**src/rtl/serial_add_ctrl_pkg.sv**
```systemverilog
// Shared FSM encodings for the bit-serial adder sequencer.
package serial_add_ctrl_pkg;

  // Code 2'd3 is unused and decodes back to StIdle.
  typedef enum logic [1:0] {
    StIdle = 2'd0,
    StRun  = 2'd1,
    StDone = 2'd2
  } state_e;

endpackage

```
**src/rtl/half_adder.sv**
```systemverilog
// Single-bit half adder; two of these plus an OR make the serial full adder.
module half_adder (
  input  logic A,
  input  logic B,
  output logic S,
  output logic C
);

  assign S = A ^ B;
  assign C = A & B;

endmodule

```
**src/rtl/serial_add_ctrl.sv**
```systemverilog
// Bit-serial WIDTH-bit adder: one operand bit pair per clock through a shared
// full adder, with a start/busy/done handshake and a held result register.
module serial_add_ctrl #(
  parameter int unsigned WIDTH = 8
) (
  input  logic             clk,
  input  logic             rst_n,
  input  logic             start,
  input  logic [WIDTH-1:0] a,
  input  logic [WIDTH-1:0] b,
  output logic             busy,
  output logic             done,
  output logic [WIDTH-1:0] sum,
  output logic             cout
);

  import serial_add_ctrl_pkg::*;

  localparam int unsigned CntW = $clog2(WIDTH);
  localparam logic [CntW-1:0] CntLast = CntW'(WIDTH - 1);

  state_e          r_state;
  state_e          w_state_nxt;
  logic            w_load;
  logic            w_step;
  logic            w_last;

  logic [WIDTH-1:0] r_a_sr;
  logic [WIDTH-1:0] r_b_sr;
  logic [WIDTH-1:0] r_acc;
  logic [WIDTH-1:0] w_acc_nxt;
  logic             r_carry;
  logic [CntW-1:0]  r_cnt;
  logic [WIDTH-1:0] r_sum;
  logic             r_cout;

  logic w_s1;
  logic w_c1;
  logic w_s;
  logic w_c2;
  logic w_c;

  // Full adder built from two half adders sharing the registered carry.
  half_adder u_ha0 (
    .A (r_a_sr[0]),
    .B (r_b_sr[0]),
    .S (w_s1),
    .C (w_c1)
  );

  half_adder u_ha1 (
    .A (w_s1),
    .B (r_carry),
    .S (w_s),
    .C (w_c2)
  );

  assign w_c       = w_c1 | w_c2;
  // Sum bits enter at the MSB so after WIDTH steps bit 0 sits at the LSB.
  assign w_acc_nxt = {w_s, r_acc[WIDTH-1:1]};

  // FSM state register.
  always_ff @(posedge clk or negedge rst_n) begin
    if (!rst_n) begin
      r_state <= StIdle;
    end else begin
      r_state <= w_state_nxt;
    end
  end

  // Next-state and datapath control decode.
  always_comb begin
    w_state_nxt = r_state;
    w_load      = 1'b0;
    w_step      = 1'b0;
    w_last      = 1'b0;
    case (r_state)
      StIdle: begin
        if (start) begin
          w_load      = 1'b1;
          w_state_nxt = StRun;
        end
      end
      StRun: begin
        w_step = 1'b1;
        if (r_cnt == CntLast) begin
          w_last      = 1'b1;
          w_state_nxt = StDone;
        end
      end
      StDone:  w_state_nxt = StIdle;
      default: w_state_nxt = StIdle;
    endcase
  end

  // Operand shift registers, carry flop, accumulator and bit counter.
  always_ff @(posedge clk or negedge rst_n) begin
    if (!rst_n) begin
      r_a_sr  <= '0;
      r_b_sr  <= '0;
      r_acc   <= '0;
      r_carry <= 1'b0;
      r_cnt   <= '0;
    end else if (w_load) begin
      r_a_sr  <= a;
      r_b_sr  <= b;
      r_acc   <= '0;
      r_carry <= 1'b0;
      r_cnt   <= '0;
    end else if (w_step) begin
      r_a_sr  <= {1'b0, r_a_sr[WIDTH-1:1]};
      r_b_sr  <= {1'b0, r_b_sr[WIDTH-1:1]};
      r_acc   <= w_acc_nxt;
      r_carry <= w_c;
      r_cnt   <= r_cnt + CntW'(1);
    end
  end

  // Result registers update only on the final RUN step.
  always_ff @(posedge clk or negedge rst_n) begin
    if (!rst_n) begin
      r_sum  <= '0;
      r_cout <= 1'b0;
    end else if (w_last) begin
      r_sum  <= w_acc_nxt;
      r_cout <= w_c;
    end
  end

  assign busy = (r_state == StRun);
  assign done = (r_state == StDone);
  assign sum  = r_sum;
  assign cout = r_cout;

endmodule

```
**config.mk**
```make
export PLATFORM = sky130hd
export DESIGN_NAME = serial_add_ctrl
export DESIGN_NICKNAME = d
export VERILOG_FILES = /design/src/rtl/serial_add_ctrl_pkg.sv /design/src/rtl/half_adder.sv /design/src/rtl/serial_add_ctrl.sv
export SDC_FILE = /design/constraint.sdc
export NUM_CORES = 1
export LEC_CHECK = 0
export CAP_MARGIN = 25
export CORE_MARGIN = 3
export CORE_UTILIZATION = 50
export DETAILED_ROUTE_END_ITERATION = 8
export HOLD_SLACK_MARGIN = 0.05
export PLACE_DENSITY = 0.77
export REMOVE_ABC_BUFFERS = 1
export SYNTH_ARGS = -nofsm -noshare
export SYNTH_HDL_FRONTEND = slang
export SYNTH_SLANG_ARGS = --single-unit
```
**constraint.sdc**
```tcl
create_clock -name clk -period 1.9 [get_ports clk]
set_clock_uncertainty 0.15 [all_clocks]
set_input_delay 0.38 -clock clk [delete_from_list [all_inputs] [get_ports clk]]
set_output_delay 0.38 -clock clk [all_outputs]
set_load 0.02 [all_outputs]
```
==> metrics.md <==
| Metric | Value |
|---|---|
| Initial Utilization | `53.1%` |
| Post-DRT Antenna Nets | `0` |
| Slack of the critical path | `0.0666 ns` |
| Clk slew on worst S/H paths | `~0.10 ns` |
| Status | `finished clean` |
| Slew margin rel. | `~69%` |
| Fmax achieved | `545 MHz` |
| Count leader, synth | `dfrtp_1` |
| Pwr per Cell Area | `1560 nW/um^2` |
| CTS tree | `yes` |
| R2R cell count | `4` |
| Die Wd | `roughly 63 um` |
| Synth async-reset ratio | `100%` |
| Site Rows | `20` |
| Total Wirelength | `3370 um` |
| Initial drt markers | `96` |
| FF-to-FF setup slack | `approximately 0.31 ns` |
| Critical path endpoint category | `primary output` |
| Initial antenna violation count | `0` |
| Pre-CTS WS | `-0.00620 ns` |
| Seq cells post-synth | `38` |
| RR Endpoint | `sum[4]` |
| Top cell type by total area after synthesis | `dfrtp_1` |
| Placer Congestion | `0.860` |
| Final Cycle Share | `96.5%` |
| Hold Path Class | `in2async` |
| # setup viols final | `0` |
| Post-CTS setup buffers | `0` |
| Clk_lat worst skew | `0.34 ns` |
| Vias in the first global route | `around 1200` |
| Synth warnings | `0` |
| Synthesized cell area | `1650 sq um` |
| Largest net degree at the start of global routing | `39` |
| First-pass GRT wire length | `~6000 um` |
| WP buf/inv | `1` |
| Hpwl dp | `2320 um` |
| Max-slew violations | `0` |
| Ant. Diodes | `0` |
| Clk root buf | `clkbuf_4` |
| Final-stage net count | `195` |
| Post-Syn Instances | `137` |
| Min Tclk post-route | `1.83 ns` |
| Post-Layout Inst Area | `2060 sq um` |
| Port Buf Inserts | `29` |
| RR Startpoint | `r_cnt[0]` |
| DP Area | `2010 sq um` |
| Vias | `between 1000 and 1500` |
| TritonCTS buffer count | `5` |
| Hold_buf cts | `0` |
| Delay-heaviest family, CP | `buffers and inverters` |
| H-tree levels | `2` |
| Drt pass-1 iters | `4` |
| Slowest cell on crit path | `clkdlybuf4s50_1` |
| Critical Path RT | `1.37 ns` |
| Overflow left after global routing | `0` |
| # DRC | `0` |
| Die area | `between 4000 and 5000 sq um` |
| Per-cell routed wire length | `roughly 16 um` |
| Final Power | `3.21 mW` |
| Worst setup path end | `sum[1]` |
| Chain of cells forming the critical path | `clkdlybuf4s50_1` |
| Worst vdd ir | `0.904 mV` |
| Leakage dissipation | `0.941 nW` |
| Clock sink total | `38` |
| Area delta synth->final | `24.7%` |
| Number of synthesized flops with an enable pin | `0` |
| Worst setup SP type | `register` |
| Share of post-route cells with drive strength above 1 | `19.7%` |
| Clock buffer depth | `2` |
| Share of the synthesized area in the top cell type | `slightly below 60%` |
| Share of the yosys chip area belonging to registers | `a little under 60%` |
| Worst-margin pin slew | `0.458 ns` |
| Crit path depth | `1` |
| Critical path's largest stage delay | `0.61 ns` |
| Post-synth top cells | `dfrtp_1, nor2_1, a22o_1, o22ai_1, a21oi_1` |
| Global-route usage over all layers | `19.5%` |
| Core area | `3100 sq um` |
| Max cap viols | `0` |
| Synthesized area per cell | `between 10 and 15 sq um` |
| Die Height | `63.4 um` |
| Crit Path Class | `reg2out` |
| Crit path arrival time | `1.30 ns` |
| Critical-path maximum fanout | `2` |
| Fin. Hold Viols | `0` |
| I/O Pins | `30` |
| Synth unique cells | `30` |
| Worst Setup SP | `sum[1]` |
| Vias per cell | `5.59` |
| Largest cells by area after synthesis | `dfrtp_1, mux2_2, a22o_1` |
| RSZ-0062 raised after global routing | `false` |
| Synth Flop Type | `dfrtp_1` |
## registers in the layout, indices dropped and copies added, names as in the netlist
| name | count |
|---|---|
| cout | 1 |
| r_a_sr | 8 |
| r_acc | 7 |
| r_b_sr | 8 |
| r_carry | 1 |
| r_cnt | 3 |
| r_state | 2 |
| sum | 8 |
## layer usage
layer / vias up / share of wire (%) / global-route usage, %
met5: - / 0 / 0
met4: 0 / 1.7 / 8.89
met3: 7 / 7.9 / 7.84
met2: 53 / 48 / 28.3
met1: 588 / 43 / 25.7
li1: 566 / - / -
## metrics by stage
| step | TNS, ns | utilization, % | hold slack (ns) | std cells |
|---|---|---|---|---|
| after global routing | 0 | 66.3 | 0.334 | 217 |
| after global placement | 0 | 64.8 | 0.330 | 210 |
| after CTS | 0 | 66.1 | 0.306 | 217 |
| after detailed placement | -0.00652 | 64.8 | 0.327 | 210 |
| after floorplan | 0 | - | -0.0656 | 129 |
| final | 0 | 66.3 | 0.304 | 217 |
## logic make-up (layout without fill, tap and decap cells)
kind of cell | Yosys count | in the layout | share of synthesized area (%)
AOI/OAI and AO/OA | 38 | 38 | 16.6
adders and majority gates | 3 | 3 | 2.73
buffers and inverters | 13 | 49 | 3.87
DFF | 38 | 38 | 57.7
muxes | 9 | 9 | 6.15
and+or+nand+nor | 36 | 36 | 13.0
## area by class of cell
type | count | area [sq um]
fill | 274 | 1050
sequential | 38 | 951
multi-input combinational | 86 | 634
timing repair buffer | 37 | 352
tap | 44 | 55.1
clock buffer | 7 | 45.0
inverter | 5 | 18.8
## cell usage in the layout (no fill, tap or decap), types with 2 or more instances in the layout
cell             netlist  routed
nor4b_1                3       3
inv_1                  3       3
o21ai_0                2       2
buf_4                  3       8
o22ai_1               10      10
ha_1                   2       2
o32ai_1                3       3
nor2_1                15      15
a22o_1                10      10
clkdlybuf4s50_1        0      24
clkbuf_1               1       2
a21oi_1                9       9
mux2_2                 8       8
nand2_1                5       5
dfrtp_1               38      38
dlymetal6s2s_1         0       3
nor3_1                 3       3
nor3_2                 6       6
clkbuf_4               0       5
## where the power goes
part	internal, mW	leakage (nW)	switching (mW)	total, mW
clock network	0.140	0.0254	0.240	0.379
logic	0.731	0.449	0.682	1.41
registers	1.18	0.467	0.244	1.42
total	2.05	0.941	1.17	3.21
## timing repair
action | in CTS | in global routing
setup endpoints to repair | 2 | 4
pin swaps | 0 | 0
gates cloned | 0 | 0
resized for setup | 2 | 5
## worst min-delay path by stage
stage / from / slack [ns] / depth (start not counted) / end
5_1_grt: rst_n / 0.33 / 2 / r_a_sr[4]
4_1_cts: rst_n / 0.31 / 2 / r_a_sr[5]
2_1_floorplan: rst_n / -0.07 / 0 / cout
6_report: rst_n / 0.30 / 2 / r_b_sr[2]
3_3_place_gp: sum[2] / 0.33 / 1 / sum[2]
3_5_place_dp: r_b_sr[7] / 0.33 / 2 / r_b_sr[7]
Note: power is estimated with default switching activity, not from simulation.
